`config.mk`:
```
export PLATFORM = sky130hd
export DESIGN_NAME = sram_arbiter_flat
export DESIGN_NICKNAME = d
export VERILOG_FILES = /design/src/rtl/sram_arbiter_if.sv /design/src/rtl/sram_arbiter.sv /design/src/flat_wrapper.sv
export SDC_FILE = /design/constraint.sdc
export NUM_CORES = 1
export LEC_CHECK = 0
export CORE_ASPECT_RATIO = 1.5
export CORE_MARGIN = 2
export CORE_UTILIZATION = 40
export CTS_BUF_LIST = sky130_fd_sc_hd__clkbuf_8
export CTS_CLUSTER_SIZE = 30
export DETAILED_ROUTE_END_ITERATION = 8
export PLACE_DENSITY = 0.76
export SYNTH_ARGS = -nofsm -noshare
export SYNTH_HDL_FRONTEND = slang
export SYNTH_SLANG_ARGS = --single-unit
```
`constraint.sdc`:
```
create_clock -name avr_clk -period 1.5 [get_ports avr_clk]
set_input_delay 0.225 -clock avr_clk [delete_from_list [all_inputs] [get_ports avr_clk]]
set_output_delay 0.225 -clock avr_clk [all_outputs]
set_load 0.03 [all_outputs]
```
`src/rtl/sram_arbiter_if.sv`:
```
// Bus bundle for sram_arbiter: AVR port, SNES read port and SRAM pad side.
// slave = arbiter view, master = requester/SRAM-model view.
interface sram_arbiter_if #(
    parameter int ADDR_W = 21
);
    logic              avr_req;
    logic              avr_wr;
    logic [ADDR_W-1:0] avr_addr;
    logic [7:0]        avr_wdata;
    logic [7:0]        avr_rdata;
    logic              avr_ack;
    logic              snes_req;
    logic [ADDR_W-1:0] snes_addr;
    logic [7:0]        snes_rdata;
    logic              snes_ack;
    logic [ADDR_W-1:0] sram_addr;
    logic [7:0]        sram_dout;
    logic [7:0]        sram_din;
    logic              sram_dout_en;
    logic              sram_ce_n;
    logic              sram_oe_n;
    logic              sram_we_n;

    modport slave (
        input  avr_req, avr_wr, avr_addr, avr_wdata, snes_req, snes_addr, sram_din,
        output avr_rdata, avr_ack, snes_rdata, snes_ack,
               sram_addr, sram_dout, sram_dout_en, sram_ce_n, sram_oe_n, sram_we_n
    );

    modport master (
        output avr_req, avr_wr, avr_addr, avr_wdata, snes_req, snes_addr, sram_din,
        input  avr_rdata, avr_ack, snes_rdata, snes_ack,
               sram_addr, sram_dout, sram_dout_en, sram_ce_n, sram_oe_n, sram_we_n
    );
endinterface

```
`src/rtl/sram_arbiter.sv`:
```
// Two-port SRAM arbiter (AVR read/write, SNES read-only) with a fixed
// SETUP/STROBE/RELEASE access cycle. ARB_ROUND_ROBIN_EN enables fair arbitration.
module sram_arbiter #(
    parameter int ACCESS_CYCLES = 2,
    parameter int ADDR_W        = 21
) (
    input  logic          avr_clk,
    input  logic          avr_reset,
    sram_arbiter_if.slave bus
);
    localparam logic [1:0] S_IDLE    = 2'd0;
    localparam logic [1:0] S_SETUP   = 2'd1;
    localparam logic [1:0] S_STROBE  = 2'd2;
    localparam logic [1:0] S_RELEASE = 2'd3;
    localparam logic [3:0] LAST      = 4'(ACCESS_CYCLES - 1);

    logic [1:0]        state;
    logic [3:0]        cnt;
    logic              cur_wr;
    logic              cur_avr;
    logic              grant_avr;
    logic              grant_any;
    logic              grant_wr;
    logic [ADDR_W-1:0] win_addr;

`ifdef ARB_ROUND_ROBIN_EN
    logic rr_avr_next;

    always_comb grant_avr = bus.avr_req && (!bus.snes_req || rr_avr_next);

    // Pointer follows every grant, so a lone request also counts as a turn.
    always_ff @(posedge avr_clk) begin
        if (avr_reset)
            rr_avr_next <= 1'b0;
        else if (state == S_IDLE && grant_any)
            rr_avr_next <= !grant_avr;
    end
`else
    always_comb grant_avr = bus.avr_req && !bus.snes_req;
`endif

    always_comb begin
        grant_any = bus.avr_req || bus.snes_req;
        grant_wr  = grant_avr && bus.avr_wr;
        win_addr  = grant_avr ? bus.avr_addr : bus.snes_addr;
    end

    always_ff @(posedge avr_clk) begin
        if (avr_reset) begin
            state            <= S_IDLE;
            cnt              <= 4'd0;
            cur_wr           <= 1'b0;
            cur_avr          <= 1'b0;
            bus.sram_addr    <= '0;
            bus.sram_dout    <= 8'h00;
            bus.sram_dout_en <= 1'b0;
            bus.sram_ce_n    <= 1'b1;
            bus.sram_oe_n    <= 1'b1;
            bus.sram_we_n    <= 1'b1;
            bus.avr_ack      <= 1'b0;
            bus.snes_ack     <= 1'b0;
            bus.avr_rdata    <= 8'h00;
            bus.snes_rdata   <= 8'h00;
        end else begin
            bus.avr_ack  <= 1'b0;
            bus.snes_ack <= 1'b0;
            case (state)
                S_IDLE: begin
                    if (grant_any) begin
                        state            <= S_SETUP;
                        cur_avr          <= grant_avr;
                        cur_wr           <= grant_wr;
                        bus.sram_addr    <= win_addr;
                        bus.sram_ce_n    <= 1'b0;
                        bus.sram_dout_en <= grant_wr;
                        if (grant_wr)
                            bus.sram_dout <= bus.avr_wdata;
                    end
                end
                S_SETUP: begin
                    state         <= S_STROBE;
                    cnt           <= 4'd0;
                    bus.sram_oe_n <= cur_wr;
                    bus.sram_we_n <= !cur_wr;
                end
                S_STROBE: begin
                    if (cnt == LAST) begin
                        state            <= S_RELEASE;
                        bus.sram_ce_n    <= 1'b1;
                        bus.sram_oe_n    <= 1'b1;
                        bus.sram_we_n    <= 1'b1;
                        bus.sram_dout_en <= 1'b0;
                        bus.avr_ack      <= cur_avr;
                        bus.snes_ack     <= !cur_avr;
                        // Data is sampled on the edge that closes the strobe window.
                        if (!cur_wr) begin
                            if (cur_avr) bus.avr_rdata  <= bus.sram_din;
                            else         bus.snes_rdata <= bus.sram_din;
                        end
                    end else begin
                        cnt <= cnt + 4'd1;
                    end
                end
                S_RELEASE: state <= S_IDLE;
                default:   state <= S_IDLE;
            endcase
        end
    end
endmodule

```
`src/flat_wrapper.sv`:
```
// flat-port wrapper written by rule: the top's interface ports become plain ports
module sram_arbiter_flat 
#(
    parameter int ACCESS_CYCLES = 2,
    parameter int ADDR_W        = 21
)
  (avr_clk, avr_reset, bus_avr_req, bus_avr_wr, bus_avr_addr, bus_avr_wdata, bus_snes_req, bus_snes_addr, bus_sram_din, bus_avr_rdata, bus_avr_ack, bus_snes_rdata, bus_snes_ack, bus_sram_addr, bus_sram_dout, bus_sram_dout_en, bus_sram_ce_n, bus_sram_oe_n, bus_sram_we_n);
  sram_arbiter_if #(.ADDR_W(ADDR_W)) bus_i ();
  input  logic avr_clk;
  input  logic avr_reset;
  input wire logic [$bits(bus_i.avr_req)-1:0] bus_avr_req;
  input wire logic [$bits(bus_i.avr_wr)-1:0] bus_avr_wr;
  input wire logic [$bits(bus_i.avr_addr)-1:0] bus_avr_addr;
  input wire logic [$bits(bus_i.avr_wdata)-1:0] bus_avr_wdata;
  input wire logic [$bits(bus_i.snes_req)-1:0] bus_snes_req;
  input wire logic [$bits(bus_i.snes_addr)-1:0] bus_snes_addr;
  input wire logic [$bits(bus_i.sram_din)-1:0] bus_sram_din;
  output wire logic [$bits(bus_i.avr_rdata)-1:0] bus_avr_rdata;
  output wire logic [$bits(bus_i.avr_ack)-1:0] bus_avr_ack;
  output wire logic [$bits(bus_i.snes_rdata)-1:0] bus_snes_rdata;
  output wire logic [$bits(bus_i.snes_ack)-1:0] bus_snes_ack;
  output wire logic [$bits(bus_i.sram_addr)-1:0] bus_sram_addr;
  output wire logic [$bits(bus_i.sram_dout)-1:0] bus_sram_dout;
  output wire logic [$bits(bus_i.sram_dout_en)-1:0] bus_sram_dout_en;
  output wire logic [$bits(bus_i.sram_ce_n)-1:0] bus_sram_ce_n;
  output wire logic [$bits(bus_i.sram_oe_n)-1:0] bus_sram_oe_n;
  output wire logic [$bits(bus_i.sram_we_n)-1:0] bus_sram_we_n;
  assign bus_i.avr_req = bus_avr_req;
  assign bus_i.avr_wr = bus_avr_wr;
  assign bus_i.avr_addr = bus_avr_addr;
  assign bus_i.avr_wdata = bus_avr_wdata;
  assign bus_i.snes_req = bus_snes_req;
  assign bus_i.snes_addr = bus_snes_addr;
  assign bus_i.sram_din = bus_sram_din;
  assign bus_avr_rdata = bus_i.avr_rdata;
  assign bus_avr_ack = bus_i.avr_ack;
  assign bus_snes_rdata = bus_i.snes_rdata;
  assign bus_snes_ack = bus_i.snes_ack;
  assign bus_sram_addr = bus_i.sram_addr;
  assign bus_sram_dout = bus_i.sram_dout;
  assign bus_sram_dout_en = bus_i.sram_dout_en;
  assign bus_sram_ce_n = bus_i.sram_ce_n;
  assign bus_sram_oe_n = bus_i.sram_oe_n;
  assign bus_sram_we_n = bus_i.sram_we_n;
  sram_arbiter #(.ACCESS_CYCLES(ACCESS_CYCLES), .ADDR_W(ADDR_W)) u_core (.avr_clk(avr_clk), .avr_reset(avr_reset), .bus(bus_i));
endmodule
```
# == After elaboration in Yosys (flattened, before gate mapping) ==
# Cells that the tools add are included.
# classes
n_eq_ne,7
add_sub_neg,1
n_mul,0
n_div,0
n_mux,14
shift,0
bitwise,4
reduce_logical,18
order_cmp,0
# ops
op,count
$mux 21,1
$pmux 1 s2,4
$pmux 2 s4,1
$pmux 4 s2,1
$reduce_and 2->1,4
$reduce_and 4->1,2
$reduce_and 3->1,2
$add 4x1->4 const B,1
$eq 2x2->1 const B,2
$eq 4x1->1 const B,1
$mux 1,4
$mux 2,2
$mux 4,1
$ne 2x1->1 const B,2
$not 1->1,4
$reduce_bool 2->1,2
$logic_not 1->1,3
$reduce_or 3->1,1
$eq 2x1->1 const B,1
$logic_and 1x1->1,2
$logic_not 2->1,1
$ne 2x2->1 const B,1
$logic_or 1x1->1,1
# totals
input_bits,63
mem_bits_rw,0
mem_bits_ro,0
register_bits,59
mem_count,0
latch_bits,0
elab_cells,58
out_inout_bits,51

# == Depth between registers and ports, before layout ==
# depth
word_depth,5
depth_mapped,8
ltp_nobuf,5

# == Least setup slack after synthesis ==
# OpenSTA, ideal clock, no wires.
# synth_timing
path_type,reg2reg
startpoint,register u_core.state[0]
endpoint,register u_core.state[1]
setup_slack_ns,0.031
path_stages_with_launch,7
t_required_ns,1.428
n_path_buf,1
arrival_ns,1.397
synth_period_minus_slack_ns,1.469
path_cell_list,dfxtp_1 -> inv_1 -> ha_1 -> buf_2 -> or3b_2 -> o21ai_2 -> mux2i_1
# synth_between
elab_chain_len,3
elab_cells_between_ends,8
# synth_rtl
element,line_no,source
start: declaration,sram_arbiter.sv:17,logic [1:0] state;
start signal: assignment,sram_arbiter.sv:50,state <= S_IDLE;
start signal: assignment,sram_arbiter.sv:70,state <= S_SETUP;
start signal: assignment,sram_arbiter.sv:81,state <= S_STROBE;
$eq 2x2->1 / $logic_not 2->1 (equally long branches),sram_arbiter.sv:67,case (state)
$ne 2x1->1 (no line),n/a,
$reduce_and 2->1 (no line),n/a,
# Several ways; a longest one is shown, not always the timed one.
# A chain may end at the register's enable or synchronous reset.

# == Final worst setup path ==
# layout_timing
startpoint,register u_core.cnt[1]
endpoint,register u_core.bus.snes_rdata[4]
# layout_between
elab_chain_len,2
# layout_rtl
element,line_no,source
start: declaration,sram_arbiter.sv:18,logic [3:0] cnt;
start signal: assignment,sram_arbiter.sv:101,cnt <= cnt + 4'd1;
$eq 4x1->1,sram_arbiter.sv:87,if (cnt == LAST) begin
$reduce_and 4->1 (no line),n/a,
end signal: assignment,sram_arbiter.sv:98,else bus.snes_rdata <= bus.sram_din;
end: declaration,sram_arbiter_if.sv:26,"output avr_rdata, avr_ack, snes_rdata, snes_ack,"
# No other way between the ends.

==> reports/qor.yml <==
rr_startpoint: "u_core.cnt[1]$_SDFFE_PP0P_"
power_frac_clock_pct: 21.0
cts_buffers: 9
critPathLaunch: "u_core.cnt[1]$_SDFFE_PP0P_"
syn_to_final_growth_pct: 53.8
max_freq_ghz: 0.728
antenna_found_initial: 0
fp-row-count: 36
yosys.area.top_type: "dfxtp_1"
grt_usage_pct: 18.3
path_class: "reg -> reg"
cap_viol_max_count: 0
synthCells: 273
io_pins: 114
slew_headroom_pct: 64.8
synth_area_mm2: 0.00267
reg2reg_depth: 7
vias_per_cell: 5.05
netlist.area_leader.share_pct: 44.2
final.period_utilization_pct: 91.6
die_w_um: 70.7
seqPwrFrac_pct: 36.8
routedWlPerCell_um: 13.3
p_int_mw: 3.53
drc: 0
seq_area_frac_synth_pct: 44.2
critical_path.slowest_cell: "dfxtp_2"
synth_flop_cell: "dfxtp_1"
portBuffers: 113
dr.pass1.iters: 4
yosysWarnings: 0
post-route-util_pct: 63.3
netSwitchingFraction_pct: 38.0
cts_num_sinks: 59
n_antenna_cell: 0
initial_core_util_pct: 41.2
worstMarginPinSlew_ps: 528
hold_start: "avr_reset"
crit_path_max_incr_delay_ps: 320
cp_cell_sequence: "inv_2 -> ha_4 -> buf_4 -> nand4bb_4 -> nor3_4 -> buf_12 -> mux2i_1"
hold_slack_ps: 407
slew_viol_final: 0
startpoint_type: "register"
final_common_cell: "clkdlybuf4s50_1"
fp.dieArea_mm2: 0.00736
core_mm2: 0.00649
h-tree-depth: 3
cts_tree: "built"
grt_max_degree: 43
cp_max_fo: 6
pwr-share-comb_pct: 42.2
cts-root-buf: "clkbuf_8"
ant_nets: 0
crit_end: "u_core.bus.snes_rdata[4]$_SDFFE_PP0P_"
via_count: 2413
cts_hold_buf: 0
arrival_ps: 1630
r2r-end: "u_core.bus.snes_rdata[4]$_SDFFE_PP0P_"
synth_area_leaders: "dfxtp_1 (44%), mux2i_1 (15%), a211oi_1 (7.6%)"
cp-end-kind: "register"
wl_mm: 6.38
drive_above_1_share_pct: 13.7
hold_viol: 0
layout_common_cells: "clkdlybuf4s50_1 (61), dfxtp_1 (56), dlygate4sd2_1 (51)"
hp-class: "in -> reg"
ys_async_sr_fraction_pct: 0
fp.dieH_um: 104
place.gp.congestion: 0.751
fillCellCount: 600
ir_drop_uv: 752
grt_pass1_wl_mm: 11.0
drt_iter0_markers: 33
crit_required_ps: 1760
ff2ff_setup_slack_ps: 130
finalCriticalPeriod_ps: 1370
skew_ps: 7.39
grt.overflow.total: 0
powerDensity_mw_per_mm2: 1390
clkLatencyLatePin_ps: 330
clk_pin_slew_ps: 60
p_leak_nw: 1.86
power.switching_mw: 2.16
finalSetupViolations: 0
outcome: "finished clean"
synth_cell_type_count: 36
finalNetCount: 467
syn-num-nets: 342
avgSynthCellArea_um2: 9.78
yosys_register_bits: 59
cts.path.max_buffers: 2
grt_pass1_vias: 2460
synth-edff-count: 0
dpl.hpwl_mm: 4.76
==> per-layer routing <==
metal,GRT usage (%),routed length [um],up-vias
li1,-,-,1202
met1,18.7,2390,1094
met2,32.1,3270,101
met3,6.49,526,16
met4,9.57,188,0
met5,0,0,-
==> critical path, delay by kind of cell (launching register included) <==
kind	cells	cell delay, ps
multiplexers	1	170
AND/OR/NAND/NOR	2	340
adder cells (fa/ha/maj)	1	140
flip-flops	1	320
buffers and inverters	3	330
==> through the flow <==
stage | cell area [um2] | std cells | setup TNS, ps | power (mW) | worst slack (ps)
6_report | 4110 | 478 | 0 | 5.69 | 126
5_1_grt | 4110 | 478 | -0.811 | 6.06 | -0.639
3_3_place_gp | 3940 | 461 | -841 | 4.61 | -69.4
2_1_floorplan | 2670 | 273 | 0 | 3.62 | 31.2
3_5_place_dp | 3940 | 461 | -1650 | 4.67 | -93.2
4_1_cts | 4050 | 476 | 0 | 5.69 | 17.8
==> sequential cells by signal (all words and copies together) (netlist names), 2 cells and up <==
| register | count |
|---|---|
| u_core.bus.avr_rdata | 8 |
| u_core.bus.snes_rdata | 8 |
| u_core.bus.sram_addr | 21 |
| u_core.state | 2 |
| u_core.bus.sram_dout | 8 |
| u_core.cnt | 4 |
==> timing repair <==
action                                  CTS  global route
pin swaps                                 0             1
setup buffers                             0             2
resized for setup                        53            14
endpoints found under the setup margin   61            39
==> Yosys cell counts, drive strengths merged, types with 5 or more instances <==
master and number:
buf 10, clkbuf 9, dfxtp 59, nand2 19, ha 6, a211oi 27
nor2 24, nand2b 27, nor3 5, a21oi 15, mux2i 39, inv 5
==> worst min path at each step <==
stage                                           end  slack (ps)  depth (start not counted)
6_report       u_core.bus.sram_dout_en$_SDFFE_PP0P_         410                          2
5_1_grt        u_core.bus.sram_dout[6]$_SDFFE_PP0P_         450                          3
4_1_cts        u_core.bus.sram_dout_en$_SDFFE_PP0P_         400                          2
3_5_place_dp   u_core.bus.sram_dout[7]$_SDFFE_PP0P_         450                          2
3_3_place_gp   u_core.bus.sram_dout[5]$_SDFFE_PP0P_         440                          2
2_1_floorplan           u_core.cur_avr$_SDFFE_PP0P_         320                          1
==> power by group through the flow <==
stage               Clock (mW)  Sequential [mW]  Combinational, mW
floorplan                    0             2.63              0.989
global placement             0             2.11               2.50
detailed placement           0             2.12               2.54
CTS                       1.23             2.08               2.37
global route              1.31             2.14               2.61
finish                    1.20             2.10               2.40
==> layout make-up <==
type	instances	area, um2	area share, %
repair buffers	133	1250	30.5
well taps	76	95.1	2.31
clock buffers	10	138	3.35
multi-input cells	190	1400	34.0
flip-flops and latches	59	1180	28.8
inverters	5	18.8	0.457
clock inverters	5	22.5	0.548
==> cell families (layout without fill, tap and decap cells) <==
family / Yosys count / in the layout / share of synthesized area [%]
AOI/OAI and AO/OA: 51 / 51 / 12.7
xor gates and xnor gates: 1 / 1 / 0.328
adders and majority gates: 6 / 6 / 2.81
buffers and inverters: 24 / 153 / 5.20
DFF: 59 / 59 / 44.2
muxes: 39 / 39 / 14.6
and+or+nand+nor: 93 / 93 / 20.1
(Power assumes the default switching activity.)
